--- config.mk ---
export PLATFORM = sky130hd
export DESIGN_NAME = mem_port_arbiter
export DESIGN_NICKNAME = d
export VERILOG_FILES = /design/src/rtl/mem_port_arbiter_pkg.sv /design/src/rtl/mem_port_arbiter_watchdog.sv /design/src/rtl/mem_port_arbiter.sv
export SDC_FILE = /design/constraint.sdc
export NUM_CORES = 1
export LEC_CHECK = 0
export ABC_AREA = 1
export CELL_PAD_IN_SITES_DETAIL_PLACEMENT = 0
export CELL_PAD_IN_SITES_GLOBAL_PLACEMENT = 1
export CORE_MARGIN = 2
export CORE_UTILIZATION = 26
export CTS_BUF_LIST = sky130_fd_sc_hd__clkbuf_16
export CTS_CLUSTER_DIAMETER = 40
export DETAILED_ROUTE_END_ITERATION = 8
export MAX_ROUTING_LAYER = met4
export PLACE_DENSITY_LB_ADDON = 0.15
export SYNTH_ARGS = -nofsm -noshare
export SYNTH_HDL_FRONTEND = slang
export SYNTH_SLANG_ARGS = --single-unit
--- constraint.sdc ---
create_clock -name i_clk -period 1.6 [get_ports i_clk]
set_input_delay 0.32 -clock i_clk [delete_from_list [all_inputs] [get_ports i_clk]]
set_output_delay 0.32 -clock i_clk [all_outputs]
set_load 0.02 [all_outputs]
--- src/rtl/mem_port_arbiter_pkg.sv ---
// Shared RAM command codes and arbiter state encoding for mem_port_arbiter.
package mem_port_arbiter_pkg;

  localparam logic [1:0] RAM_NONE  = 2'd0;
  localparam logic [1:0] RAM_READ  = 2'd1;
  localparam logic [1:0] RAM_WRITE = 2'd2;

  typedef enum logic [1:0] {
    ARB_IDLE    = 2'd0,
    ARB_BUSY_IF = 2'd1,
    ARB_BUSY_D  = 2'd2,
    ARB_ACK     = 2'd3
  } arb_state_e;

  function automatic logic is_ram_req(input logic [1:0] act);
    return (act == RAM_READ) || (act == RAM_WRITE);
  endfunction

endpackage

--- src/rtl/mem_port_arbiter_watchdog.sv ---
// arb_watchdog: counts RAM wait cycles for the current access and flags
// the cycle on which the TIMEOUT-th unanswered cycle elapses.
module arb_watchdog #(
  parameter int TIMEOUT = 255
) (
  input  logic clk_i,
  input  logic rst_i,
  input  logic clr_i,
  input  logic en_i,
  output logic expired_o
);

  localparam logic [7:0] LIMIT = 8'(TIMEOUT - 1);

  logic [7:0] cnt_q, cnt_d;

  always_comb begin
    cnt_d = cnt_q;
    if (clr_i)
      cnt_d = '0;
    else if (en_i)
      cnt_d = cnt_q + 8'd1;
  end

  always_ff @(posedge clk_i) begin
    if (rst_i)
      cnt_q <= '0;
    else
      cnt_q <= cnt_d;
  end

  assign expired_o = en_i && (cnt_q == LIMIT);

endmodule

--- src/rtl/mem_port_arbiter.sv ---
// Shares one RAM port between fetch and data with data priority and a streak guard.
// Optional saturating completion counters under MEM_ARB_STATS_EN.
module mem_port_arbiter
  import mem_port_arbiter_pkg::*;
#(
  parameter int STREAK  = 4,
  parameter int TIMEOUT = 255
) (
  input  logic        i_clk,
  input  logic        i_rst,
  input  logic        i_if_req,
  input  logic [31:0] i_if_addr,
  output logic        o_if_ack,
  output logic [31:0] o_if_data,
  input  logic [1:0]  i_d_action,
  input  logic [31:0] i_d_addr,
  input  logic [31:0] i_d_wdata,
  output logic        o_d_ack,
  output logic [31:0] o_d_rdata,
  output logic [1:0]  o_mem_action,
  output logic [31:0] o_mem_addr,
  output logic [31:0] o_mem_wdata,
  input  logic [31:0] i_mem_rdata,
  input  logic        i_mem_ready,
  output logic        o_err,
  output logic        o_busy,
  output logic [15:0] o_stat_if_cnt,
  output logic [15:0] o_stat_d_cnt
);

  localparam logic [3:0] STREAK_L = 4'(STREAK);

  arb_state_e  state_q, state_d;
  logic [3:0]  streak_q, streak_d;
  logic [1:0]  act_q, act_d;
  logic [31:0] addr_q, addr_d;
  logic [31:0] wdata_q, wdata_d;
  logic [31:0] if_data_q, if_data_d;
  logic [31:0] d_rdata_q, d_rdata_d;
  logic        if_ack_q, if_ack_d;
  logic        d_ack_q, d_ack_d;
  logic        err_q, err_d;
  logic        busy, d_req, wd_clr, wd_exp;

  assign busy  = (state_q == ARB_BUSY_IF) || (state_q == ARB_BUSY_D);
  assign d_req = is_ram_req(i_d_action);

  arb_watchdog #(.TIMEOUT(TIMEOUT)) u_wd (
    .clk_i     (i_clk),
    .rst_i     (i_rst),
    .clr_i     (wd_clr),
    .en_i      (busy && !i_mem_ready),
    .expired_o (wd_exp)
  );

  always_comb begin
    state_d   = state_q;
    streak_d  = streak_q;
    act_d     = act_q;
    addr_d    = addr_q;
    wdata_d   = wdata_q;
    if_data_d = if_data_q;
    d_rdata_d = d_rdata_q;
    if_ack_d  = 1'b0;
    d_ack_d   = 1'b0;
    err_d     = 1'b0;
    wd_clr    = 1'b0;
    unique case (state_q)
      ARB_IDLE: begin
        if (d_req && (streak_q < STREAK_L || !i_if_req)) begin
          act_d    = i_d_action;
          addr_d   = i_d_addr;
          wdata_d  = i_d_wdata;
          streak_d = i_if_req ? streak_q + 4'd1 : 4'd0;
          wd_clr   = 1'b1;
          state_d  = ARB_BUSY_D;
        end else if (i_if_req) begin
          act_d    = RAM_READ;
          addr_d   = i_if_addr;
          wdata_d  = '0;
          streak_d = '0;
          wd_clr   = 1'b1;
          state_d  = ARB_BUSY_IF;
        end
      end
      ARB_BUSY_IF, ARB_BUSY_D: begin
        // A timed-out read returns zero rather than stale bus data.
        if (i_mem_ready || wd_exp) begin
          if (state_q == ARB_BUSY_IF) begin
            if_data_d = i_mem_ready ? i_mem_rdata : '0;
            if_ack_d  = 1'b1;
          end else begin
            if (act_q == RAM_READ)
              d_rdata_d = i_mem_ready ? i_mem_rdata : '0;
            d_ack_d = 1'b1;
          end
          err_d   = !i_mem_ready;
          act_d   = RAM_NONE;
          state_d = ARB_ACK;
        end
      end
      ARB_ACK: state_d = ARB_IDLE;
      default: state_d = ARB_IDLE;
    endcase
  end

  always_ff @(posedge i_clk) begin
    if (i_rst) begin
      state_q   <= ARB_IDLE;
      streak_q  <= '0;
      act_q     <= RAM_NONE;
      addr_q    <= '0;
      wdata_q   <= '0;
      if_data_q <= '0;
      d_rdata_q <= '0;
      if_ack_q  <= 1'b0;
      d_ack_q   <= 1'b0;
      err_q     <= 1'b0;
    end else begin
      state_q   <= state_d;
      streak_q  <= streak_d;
      act_q     <= act_d;
      addr_q    <= addr_d;
      wdata_q   <= wdata_d;
      if_data_q <= if_data_d;
      d_rdata_q <= d_rdata_d;
      if_ack_q  <= if_ack_d;
      d_ack_q   <= d_ack_d;
      err_q     <= err_d;
    end
  end

  assign o_if_ack     = if_ack_q;
  assign o_if_data    = if_data_q;
  assign o_d_ack      = d_ack_q;
  assign o_d_rdata    = d_rdata_q;
  assign o_mem_action = act_q;
  assign o_mem_addr   = addr_q;
  assign o_mem_wdata  = wdata_q;
  assign o_err        = err_q;
  assign o_busy       = (state_q != ARB_IDLE);

`ifdef MEM_ARB_STATS_EN
  logic [15:0] stat_if_q, stat_if_d;
  logic [15:0] stat_d_q, stat_d_d;

  always_comb begin
    stat_if_d = stat_if_q;
    stat_d_d  = stat_d_q;
    if (if_ack_q && stat_if_q != 16'hFFFF)
      stat_if_d = stat_if_q + 16'd1;
    if (d_ack_q && stat_d_q != 16'hFFFF)
      stat_d_d = stat_d_q + 16'd1;
  end

  always_ff @(posedge i_clk) begin
    if (i_rst) begin
      stat_if_q <= '0;
      stat_d_q  <= '0;
    end else begin
      stat_if_q <= stat_if_d;
      stat_d_q  <= stat_d_d;
    end
  end

  assign o_stat_if_cnt = stat_if_q;
  assign o_stat_d_cnt  = stat_d_q;
`else
  assign o_stat_if_cnt = '0;
  assign o_stat_d_cnt  = '0;
`endif

endmodule

==> summary.txt <==
Worst hold path
  – Worst hold path depth: 2
  – Class of the tightest hold or removal check: input port to register

Synthesis
  – Proportion of netlist area held by the largest area contributor: 0.444
  – Count of warnings emitted by yosys: 0
  – Post-Syn Instances: between 900 and 1000
  – Post-synthesis share of cell area spent on full adders, half adders and majority gates: 0.0113
  – Simple-Gate Fraction of Synth Area: 0.355
  – Xor and xnor area share after synthesis: 0.00264
  – Share of synthesized area spent on multiplexers: 0
  – Compound-Gate Fraction of Synth Area: 0.0613
  – Distinct cells, synth: 31
  – Sequential share of the synthesized area: 0.444
  – Number of storage elements in the synthesis netlist: approximately 150
  – Post-synthesis instance area: 6630 µm²
  – Primary flip-flop cell chosen by synthesis mapping: dfxtp_1
  – Largest area contributor in the synthesized netlist: dfxtp_1
  – Post-Synthesis Mean Instance Area: 7.16 µm²
  – Top cells by area, synth: dfxtp_1, nand2_1, nand3_1, nand4_1, a21oi_1
  – Number of synthesized flops with an enable pin: 0
  – Proportion of synthesized flip-flops having asynchronous set or reset: 0
  – Combinational family with the most area after synthesis: simple AND/OR/NAND/NOR gates

CTS
  – Root buf cell: clkbuf_16
  – TritonCTS sink count: 147
  – Worst-skew pair later-pin latency: about 420 ps
  – Total of hold buffers inserted after clock tree synthesis: 0
  – Clk buf depth: 2
  – Clock slew at reported path FFs: 60 ps
  – CTS tree: done
  – Max H-tree Level: 4
  – Inserted Clock Buffers: 17

STA
  – Final count of pins violating max slew: 0
  – Max Freq: ~610 MHz
  – Fin worst setup slack: -50.6 ps
  – Final-report hold violation count: 0
  – Final setup vio count: 48
  – Crit share post-route: 1.03
  – Sum Neg Setup Slack: -542 ps
  – Setup repair after global routing missed its margin: true
  – Worst clock skew: roughly 12 ps
  – Post-layout minimum cycle time: 1650 ps

Power and ir drop
  – Worst supply voltage drop on vdd: 0.657 mV
  – Power density normalized to cell area: 1330 nW/µm²
  – Relative contribution of sequential cells to total power: 0.297
  – Total Power Consumption: approximately 15 mW
  – Combinational group share of total power: 0.431
  – Switching power total: 5.57 mW
  – Switching part of the total: 0.384
  – Clock network fraction of total power: 0.272
  – Internal power summed over all cells: 8.94 mW
  – Leak Pwr: 5.35 nW

Die
  – Effective utilization at floorplan: 0.264
  – Total number of placement rows: between 50 and 60
  – Ports placed on the boundary: 300
  – Area of the placeable core: 25100 µm²
  – Die W: 164 µm
  – Total Die Area: between 20000 and 30000 µm²
  – Height of the die: 164 µm

Critical path
  – Largest driver fanout on the critical path: 6
  – Count of buffering cells on the critical path with inverters included: 4
  – Launching element type of the critical path: register
  – Type of the worst setup path: register to register
  – Crit path capture type: register
  – Ordered cell list for the critical path: inv_2 -> ha_4 -> nand2_2 -> nor2_2 -> nand2_2 -> nand2_4 -> buf_8 -> buf_12 -> buf_12 -> nand4_1 -> a21oi_1
  – Crit path DAT: ~2000 ps
  – Count of cells along the worst register-to-register path: 11
  – Critical path's largest stage delay: 330 ps
  – Top delay family on crit path: simple AND/OR/NAND/NOR gates
  – Logic depth of the worst setup path including buffers: 11
  – Crit-path slowest cell: dfxtp_2
  – CP Data Required Time: ~2000 ps

Run status
  – Run status: complete, but fails checks
  – Violations in the final reports: negative setup slack

Final layout
  – Nets: 1362
  – Final cell utilization of the core: 0.433
  – Area growth, synth to finish: 64.0%
  – Number of standard cells in the final layout excluding fillers: 1565
  – Fraction of final layout cells with drive strength greater than 1: 0.123
  – Antenna diodes: 0
  – Count of fill cells added during filler insertion: 2642

Route
  – Per-cell via count in the routed design: 4.43
  – Detailed router's first-iteration violation count: 392
  – Number of optimization iterations in the first detailed-route pass: 5
  – Routed wire length per instance: 15.0 µm
  – Number of design rule violations left after detail routing: 0
  – Count of vias placed by the detailed router: 6931
  – Aggregate routed wire length: 23500 µm
  – Post-detailed-route count of antenna-violating nets: 0

GRT
  – Number of global-route vias before repair: 6877
  – Global-route wire length before repair: approximately 37000 µm
  – Initial antenna violation count: 0
  – Total congestion overflow: 0
  – Total global-route track usage: 0.179
  – Largest net degree at the start of global routing: 66

Job
  – Number of max-cap violations: 0

Place
  – Pre-CTS worst setup slack: -240 ps
  – Routability cong.: 0.731
  – Port Buf Inserts: approximately 270
  – Final HPWL from detailed placement: 16000 µm
  – Placed instance count: roughly 1500
[state kept, by name, indices dropped and copies added (netlist names)]
register	cells
o_d_rdata	32
o_if_data	32
o_mem_addr	32
o_mem_wdata	32
u_wd.cnt_q	8
streak_q	4
o_mem_action	2
state_q	2
o_d_ack	1
o_err	1
o_if_ack	1
[path summary, 6_finish.rpt]
| kind | start | endpoint | slack [ps] |
|---|---|---|---|
| max | state_q[0] | o_if_data[20] | -50 |
| min | i_rst | streak_q[3] | 210 |
| max reg2reg | state_q[0] | o_if_data[20] | -50 |
| min reg2reg | streak_q[3] | streak_q[3] | 440 |
[timing repair]
item | in CTS | in global routing
endpoints found under the setup margin | 206 | 72
pin swaps | 33 | 14
resized for setup | 168 | 28
gates cloned | 8 | 2
endpoints found under the hold margin | 0 | 0
setup buffers | 13 | 5
[layout by cell type (no fill, tap or decap), types with 2 or more instances in the layout]
master and count:
nand2_1 320, dfxtp_1 146, dlygate4sd2_1 133, clkdlybuf4s50_1 132, nand3_1 103, nand4_1 69
a21oi_1 66, inv_1 54, buf_4 43, conb_1 32, buf_12 23, clkbuf_16 19
nor2_1 14, nand2_2 6, buf_16 6, inv_2 5, buf_6 5, a21oi_2 4
o21ai_0 4, clkinv_4 4, clkinvlp_4 4, inv_6 4, nor2_2 3, ha_1 3
buf_8 3, nand2_4 2, nand3_4 2, nor3_4 2, nand3_2 2, nor3b_2 2
ha_2 2, inv_8 2
[per-stage QoR]
step,hold slack [ps],area [µm²]
after floorplan,418,6760
after global placement,436,9870
after detailed placement,441,9870
after CTS,195,10700
after global routing,206,10900
final,211,10900
[power by group through the flow]
stage	registers, mW	clock network (mW)	logic [mW]
after global placement	4.40	0	5.78
after CTS	4.32	4.09	6.01
after detailed placement	4.40	0	5.76
after global routing	4.37	4.25	6.79
after floorplan	4.86	0	2.57
final	4.31	3.95	6.25
[worst reg2reg max path: cells and delay by family (launching register included)]
kind	cells	cell delay, ps
adders and majority gates	1	260
buffers and inverters	4	380
DFF	1	330
and+or+nand+nor	5	450
AOI/OAI and AO/OA	1	170
[kinds of logic (layout without fill, tap and decap cells)]
logic type	after synthesis	count (layout)
AOI/OAI and AO/OA	78	78
adders and majority gates	6	6
DFF	147	147
other	1	32
xor gates and xnor gates	2	2
buffers and inverters	162	440
and+or+nand+nor	530	530
[layout make-up]
| class | instances | area (µm²) | area share |
|---|---|---|---|
| Tap cell | 330 | 413 | 0.0380 |
| Inverter | 59 | 226 | 0.0208 |
| Clock inverter | 15 | 148 | 0.0136 |
| Timing Repair Buffer | 349 | 3620 | 0.333 |
| Clock buffer | 17 | 425 | 0.0391 |
| Sequential cell | 147 | 2940 | 0.271 |
| Multi-Input combinational cell | 648 | 3100 | 0.285 |
[metal layers]
metal / global-route usage / vias up / share of wire
li1: - / 3556 / -
met1: 0.220 / 3124 / 0.44
met2: 0.288 / 228 / 0.46
met3: 0.0520 / 23 / 0.078
met4: 0.0494 / 0 / 0.017
met5: - / - / 0
[synthesized netlist by cell type, types with 3 or more instances]
library cell,count
nand2_1,326
dfxtp_1,147
nand3_1,107
a21oi_1,70
nand4_1,69
inv_1,58
buf_2,37
buf_4,36
clkbuf_1,21
nor2_1,16
buf_6,6
ha_1,6
o21ai_0,4
buf_1,3
No activity file was read; power rests on OpenSTA's default activity.
